<file path="src/rtl/lelbc_pkg.sv">
// lelbc_pkg: shared widths, FSM states, mode encoding and half-swap helper for the LELBC core.
package lelbc_pkg;
    localparam int BLK_W  = 64;
    localparam int HALF_W = 32;

    typedef enum logic [1:0] {IDLE, RUN, DONE} state_e;

    localparam logic ENC = 1'b0;
    localparam logic DEC = 1'b1;

    function automatic logic [BLK_W-1:0] half_swap(input logic [BLK_W-1:0] x);
        return {x[HALF_W-1:0], x[BLK_W-1:HALF_W]};
    endfunction
endpackage

</file>
<file path="src/rtl/lelbc_iter_core_if.sv">
// lelbc_iter_core_if: block handshake and round-key write bus of the LELBC core.
interface lelbc_iter_core_if #(
    parameter int KEY_W = 128,
    parameter int IDX_W = 5
);
    logic             in_valid;
    logic             in_ready;
    logic [63:0]      in_data;
    logic             in_mode;
    logic             out_valid;
    logic             out_ready;
    logic [63:0]      out_data;
    logic             out_mode;
    logic             key_we;
    logic [IDX_W-1:0] key_addr;
    logic [KEY_W-1:0] key_wdata;
    logic             key_err;
    logic             busy;

    modport master (
        output in_valid, in_data, in_mode, out_ready, key_we, key_addr, key_wdata,
        input  in_ready, out_valid, out_data, out_mode, key_err, busy
    );
    modport slave (
        input  in_valid, in_data, in_mode, out_ready, key_we, key_addr, key_wdata,
        output in_ready, out_valid, out_data, out_mode, key_err, busy
    );
endinterface

</file>
<file path="src/rtl/lelbc_round.sv">
// lelbc_round: one combinational LELBC Feistel round, encrypt or decrypt form selected by mode.
module lelbc_round
    import lelbc_pkg::*;
#(
    parameter int KEY_W       = 128,
    parameter int IDX_W       = 5,
    parameter int SWAP_HALVES = 1
) (
    input  logic [BLK_W-1:0] data_i,
    input  logic [KEY_W-1:0] rkey_i,
    input  logic [IDX_W-1:0] ridx_i,
    input  logic             mode_i,
    output logic [BLK_W-1:0] data_o
);
    logic [HALF_W-1:0] l, r;

    function automatic logic [HALF_W-1:0] f(input logic [HALF_W-1:0] x);
        logic [HALF_W-1:0] t;
        t = (x ^ rkey_i[31:0]) + HALF_W'(ridx_i);
        return {t[26:0], t[31:27]} ^ (t + rkey_i[63:32]) ^ rkey_i[95:64] ^ (~t & rkey_i[127:96]);
    endfunction

    assign l = data_i[BLK_W-1:HALF_W];
    assign r = data_i[HALF_W-1:0];
    // With half swapping at the block edges, decryption reuses the encrypt round; otherwise it needs the true inverse.
    assign data_o = (mode_i == DEC && SWAP_HALVES == 0) ? {r ^ f(l), l} : {r, l ^ f(r)};
endmodule

</file>
<file path="src/rtl/lelbc_iter_core.sv">
// lelbc_iter_core: iterative LELBC encrypt/decrypt core, one shared round per cycle,
// valid/ready block handshakes and a loadable round-key file.
module lelbc_iter_core
    import lelbc_pkg::*;
#(
    parameter int ROUNDS      = 16,
    parameter int KEY_W       = 128,
    parameter int IDX_W       = 5,
    parameter int SWAP_HALVES = 1
) (
    input logic clk,
    input logic rst,
    lelbc_iter_core_if.slave bus
);
    localparam int AW = (ROUNDS > 1) ? $clog2(ROUNDS) : 1;
    localparam logic [IDX_W-1:0] LAST = IDX_W'(ROUNDS - 1);
    localparam bit SWAP = SWAP_HALVES != 0;

    state_e st_q, st_d;
    logic [BLK_W-1:0] dat_q, dat_d, rnd;
    logic mode_q, mode_d, key_err_q, key_ok;
    logic [IDX_W-1:0] cnt_q, cnt_d, ridx;
    logic [AW-1:0] k;
    logic [KEY_W-1:0] rk_q [ROUNDS];

    assign key_ok = bus.key_we && st_q == IDLE && bus.key_addr < IDX_W'(ROUNDS);
    // Decryption walks the key file backwards, pairing each key with its encrypt round index.
    assign k    = AW'(mode_q ? ROUNDS - 1 - int'(cnt_q) : int'(cnt_q));
    assign ridx = IDX_W'(mode_q ? ROUNDS - int'(cnt_q) : int'(cnt_q) + 1);

    lelbc_round #(.KEY_W(KEY_W), .IDX_W(IDX_W), .SWAP_HALVES(SWAP_HALVES)) u_round (
        .data_i(dat_q),
        .rkey_i(rk_q[k]),
        .ridx_i(ridx),
        .mode_i(mode_q),
        .data_o(rnd)
    );

    always_comb begin
        st_d   = st_q;
        dat_d  = dat_q;
        mode_d = mode_q;
        cnt_d  = cnt_q;
        if (st_q == IDLE && bus.in_valid) begin
            st_d   = RUN;
            dat_d  = (bus.in_mode == DEC && SWAP) ? half_swap(bus.in_data) : bus.in_data;
            mode_d = bus.in_mode;
            cnt_d  = '0;
        end else if (st_q == RUN) begin
            dat_d = rnd;
            cnt_d = cnt_q + 1'b1;
            st_d  = (cnt_q == LAST) ? DONE : RUN;
        end else if (st_q == DONE && bus.out_ready) begin
            st_d = IDLE;
        end
    end

    always_ff @(posedge clk) begin
        if (rst) begin
            st_q      <= IDLE;
            dat_q     <= '0;
            mode_q    <= 1'b0;
            cnt_q     <= '0;
            key_err_q <= 1'b0;
        end else begin
            st_q      <= st_d;
            dat_q     <= dat_d;
            mode_q    <= mode_d;
            cnt_q     <= cnt_d;
            key_err_q <= bus.key_we && !key_ok;
        end
    end

    // The key file survives reset so keys need not be reloaded after an abort.
    always_ff @(posedge clk) begin
        if (key_ok) rk_q[bus.key_addr[AW-1:0]] <= bus.key_wdata;
    end

    assign bus.in_ready  = st_q == IDLE;
    assign bus.out_valid = st_q == DONE;
    assign bus.out_data  = (st_q == DONE) ? ((mode_q == DEC && SWAP) ? half_swap(dat_q) : dat_q) : '0;
    assign bus.out_mode  = mode_q;
    assign bus.key_err   = key_err_q;
    assign bus.busy      = st_q != IDLE;
endmodule
</file>
<file path="src/flat_wrapper.sv">
// flat-port wrapper written by rule: the top's interface ports become plain ports
module lelbc_iter_core_flat import lelbc_pkg::*;
#(
    parameter int ROUNDS      = 16,
    parameter int KEY_W       = 128,
    parameter int IDX_W       = 5,
    parameter int SWAP_HALVES = 1
)
  (clk, rst, bus_in_valid, bus_in_data, bus_in_mode, bus_out_ready, bus_key_we, bus_key_addr, bus_key_wdata, bus_in_ready, bus_out_valid, bus_out_data, bus_out_mode, bus_key_err, bus_busy);
  lelbc_iter_core_if #(.KEY_W(KEY_W), .IDX_W(IDX_W)) bus_i ();
  input logic clk;
  input logic rst;
  input wire logic [$bits(bus_i.in_valid)-1:0] bus_in_valid;
  input wire logic [$bits(bus_i.in_data)-1:0] bus_in_data;
  input wire logic [$bits(bus_i.in_mode)-1:0] bus_in_mode;
  input wire logic [$bits(bus_i.out_ready)-1:0] bus_out_ready;
  input wire logic [$bits(bus_i.key_we)-1:0] bus_key_we;
  input wire logic [$bits(bus_i.key_addr)-1:0] bus_key_addr;
  input wire logic [$bits(bus_i.key_wdata)-1:0] bus_key_wdata;
  output wire logic [$bits(bus_i.in_ready)-1:0] bus_in_ready;
  output wire logic [$bits(bus_i.out_valid)-1:0] bus_out_valid;
  output wire logic [$bits(bus_i.out_data)-1:0] bus_out_data;
  output wire logic [$bits(bus_i.out_mode)-1:0] bus_out_mode;
  output wire logic [$bits(bus_i.key_err)-1:0] bus_key_err;
  output wire logic [$bits(bus_i.busy)-1:0] bus_busy;
  assign bus_i.in_valid = bus_in_valid;
  assign bus_i.in_data = bus_in_data;
  assign bus_i.in_mode = bus_in_mode;
  assign bus_i.out_ready = bus_out_ready;
  assign bus_i.key_we = bus_key_we;
  assign bus_i.key_addr = bus_key_addr;
  assign bus_i.key_wdata = bus_key_wdata;
  assign bus_in_ready = bus_i.in_ready;
  assign bus_out_valid = bus_i.out_valid;
  assign bus_out_data = bus_i.out_data;
  assign bus_out_mode = bus_i.out_mode;
  assign bus_key_err = bus_i.key_err;
  assign bus_busy = bus_i.busy;
  lelbc_iter_core #(.ROUNDS(ROUNDS), .KEY_W(KEY_W), .IDX_W(IDX_W), .SWAP_HALVES(SWAP_HALVES)) u_core (.clk(clk), .rst(rst), .bus(bus_i));
endmodule
</file>
<file path="config.mk">
export PLATFORM = sky130hd
export DESIGN_NAME = lelbc_iter_core_flat
export DESIGN_NICKNAME = d
export VERILOG_FILES = /design/src/rtl/lelbc_pkg.sv /design/src/rtl/lelbc_iter_core_if.sv /design/src/rtl/lelbc_round.sv /design/src/rtl/lelbc_iter_core.sv /design/src/flat_wrapper.sv
export SDC_FILE = /design/constraint.sdc
export NUM_CORES = 2
export LEC_CHECK = 0
export ABC_AREA = 1
export BUFFER_PORTS_ARGS = -buffer_cell sky130_fd_sc_hd__buf_4
export CORE_UTILIZATION = 45
export DETAILED_ROUTE_END_ITERATION = 10
export PLACE_DENSITY = 0.58
export REMOVE_ABC_BUFFERS = 1
export SYNTH_ARGS = -nofsm -noshare
export SYNTH_HDL_FRONTEND = slang
export SYNTH_HIERARCHICAL = 1
export SYNTH_SLANG_ARGS = --single-unit
</file>
<file path="constraint.sdc">
create_clock -name clk -period 9.3 [get_ports clk]
set_input_delay 1.86 -clock clk [delete_from_list [all_inputs] [get_ports clk]]
set_output_delay 1.86 -clock clk [all_outputs]
set_load 0.01 [all_outputs]
</file>
==> flow_metrics.py <==
metrics = {
    "run_status": {
        "status": "completed",
    },
    "synthesis": {
        "syn_inst": 10469,
        "synthTopCellsByArea": "edfxtp_1 (61%), nand3_1 (12%), inv_1 (8.6%)",
        "ys.warnings.count": 6,
        "yosysUniqueCellTypes": 47,
        "synth_top_area_frac": 0.612,
        "synth_area_per_cell_um2": 9.60,
        "synth_top_area_cell": "edfxtp_1",
        "syn_area_um2": 100000,
        "ys_seq_area_frac": 0.627,
        "yosys_register_bits": 2121,
    },
    "critical_path": {
        "worst_r2r_startpoint": "u_core/bus.out_mode",
        "cp_top_family": "simple AND/OR/NAND/NOR gates",
        "rrSetupSlack_ns": 1.59,
        "arrival_ns": 8.47,
        "critPathKind": "reg2reg",
        "crit_top_cell": "nand2_1",
        "cp_num_buf_inv": 9,
        "end_kind": "flip-flop",
        "cp_max_fo": 89,
        "cp-start-kind": "flip-flop",
        "cpPeakStageDelay_ns": 0.89,
        "crit_slowest_cell": "dfxtp_4",
        "cp-startpoint": "u_core/bus.out_mode",
        "crit_required_ns": 10.06,
    },
    "timing": {
        "holdWs_ns": 0.493,
        "slew_headroom": 0.232,
        "setup_viol": 0,
        "clock.fmax_mhz": 130,
        "finalCriticalPeriod_ns": 7.71,
        "fin_skew_ns": 0.0682,
        "tightest_slew_ns": 1.15,
        "timing.final.crit_share": 0.829,
        "rsz0062_at_grt": "no",
        "hold_viol": 0,
        "slew_violations": 0,
    },
    "grt": {
        "grt_usage": 0.283,
        "antenna_found_initial": 18,
        "grt_use_met3": 0.0448,
        "grt_busiest_layer": "met2",
        "use_met2": 0.464,
        "grt-ovfl-total": 0,
        "met1_usage": 0.374,
        "grt_pass1_wl_mm": 465,
        "grt_pass1_vias": 68181,
        "grt_max_degree": 122,
    },
    "die": {
        "initial_core_util": 0.452,
        "dieArea_um2": 225000,
        "core_area_um2": 222000,
        "io_pins": 272,
        "rows": 173,
        "die_w_um": 474,
        "die_height_um": 474,
    },
    "clock_tree": {
        "cts_tree": "done",
        "cts_buffer_depth": 3,
        "cts_buffers": 221,
        "hold_buffers": 0,
        "clk_pin_slew_ns": 0.06,
        "cts_resized": 0,
        "ctsHtreeMaxLevel": 4,
        "clock_sinks": 2121,
        "postCtsSetupBuffers": 0,
        "clk_root_buffer_cell": "clkbuf_16",
        "clock_latency_ns": 0.90,
    },
    "finish": {
        "seq_area_um2": 63000,
        "final_cell_mix": "nand3_1 (2386), inv_1 (2288), nand2_1 (2223)",
        "n_fill_cell": 20057,
        "area_delta_synth_final_pct": 12.0,
        "design_area_um2": 113000,
        "multi_input_area_um2": 26200,
        "final_common_cell": "nand3_1",
        "drive_above_1_share": 0.0768,
        "finalNetCount": 10762,
    },
    "route": {
        "ant_nets": 0,
        "drt_wl_total_mm": 323,
        "wire_per_inst_um": 23.6,
        "drtIter0Drc": 7671,
        "vias": 73316,
        "vias_per_cell": 5.36,
        "route.detailed.drc": 0,
        "drt-pass1-iter-count": 6,
    },
    "place": {
        "place_area_um2": 105000,
        "hpwl_mm": 181,
        "gp_congestion": 0.938,
        "port_buffers": 271,
    },
    "run": {
        "maxCapViolCount": 0,
    },
    "pwr": {
        "power_w": 0.0259,
        "power_density_nw_per_um2": 230,
        "ir_drop_mv": 0.214,
        "leakage_nw": 48.7,
    },
    "worst_hold_path": {
        "hold_path.class": "reg2reg",
        "hp-start": "u_core/st_q[1]",
    },
}
[flip-flops by register name, indices dropped and copies added (netlist names)]
register / flops
u_core/cnt_q: 5
u_core/bus.out_mode: 1
u_core/st_q: 2
u_core/bus.key_err: 1
u_core/dat_q: 64
u_core/rk_q: 2048
[logic make-up after synthesis]
| logic type | share of synthesized area |
|---|---|
| multiplexers | 0.0000996 |
| AO/OA/AOI/OAI | 0.0184 |
| AND/OR/NAND/NOR | 0.223 |
| adder cells (fa/ha/maj) | 0.00526 |
| flip-flops | 0.627 |
| buffers and inverters | 0.114 |
| XOR/XNOR | 0.0119 |
[Yosys cell counts, drive strengths merged]
master  count
mux2i       1
nand3b    147
nand4      12
dfxtp      73
xor2       72
o22ai       2
nor2      136
edfxtp   2048
buf       394
xnor2      54
a21oi     109
clkinv      1
clkbuf    195
o211ai     53
fa          2
o21ai     145
a21o        4
or2         4
a31oi      12
a211oi      1
nand3    2389
and2        2
nor4        1
nor3       14
nand2    2252
ha         39
inv      2300
o21bai      6
a22oi       1
[path summary, 6_finish.rpt]
kind	end	cells after the start
max	u_core/dat_q[27]	38
min	u_core/st_q[1]	2
max reg2reg	u_core/dat_q[27]	38
min reg2reg	u_core/st_q[1]	2
[layout make-up]
| type | instances | share of cell area |
|---|---|---|
| clock buffer | 281 | 0.0521 |
| antenna | 8 | 0.000178 |
| tap | 2975 | 0.0331 |
| sequential | 2121 | 0.559 |
| clock inverter | 132 | 0.0131 |
| timing repair buffer | 415 | 0.0321 |
| multi-input combinational | 5458 | 0.233 |
| inverter | 2301 | 0.0769 |
[where the power goes]
part | switching (W) | internal, W
Sequential | 0.000134 | 0.0106
Combinational | 0.00439 | 0.00180
Clock | 0.00381 | 0.00518
[worst register-to-register path: cells and delay by family (launching register included)]
| family | cells | cell delay [ns] |
|---|---|---|
| simple gates | 24 | 3.53 |
| buf+inv | 9 | 1.89 |
| flops | 1 | 0.89 |
| compound gates | 4 | 0.83 |
| fa+ha+maj | 1 | 0.42 |
[metal layers]
| layer | routed length, um | part of all wire |
|---|---|---|
| met1 | 132000 | 0.41 |
| met2 | 154000 | 0.48 |
| met4 | 12600 | 0.039 |
| met3 | 24800 | 0.077 |
| met5 | 149 | 0.00046 |
[metrics by stage]
step	cells	TNS (ns)	utilization	setup WS (ns)
detailed placement	13270	0	0.474	1.88
global route	13688	0	0.507	1.20
floorplan	9880	-409.04	-	-13.08
global placement	13270	0	0.474	1.83
CTS	13683	0	0.507	1.82
finish	13691	0	0.507	1.59
Power figures use the tool's default switching activity.
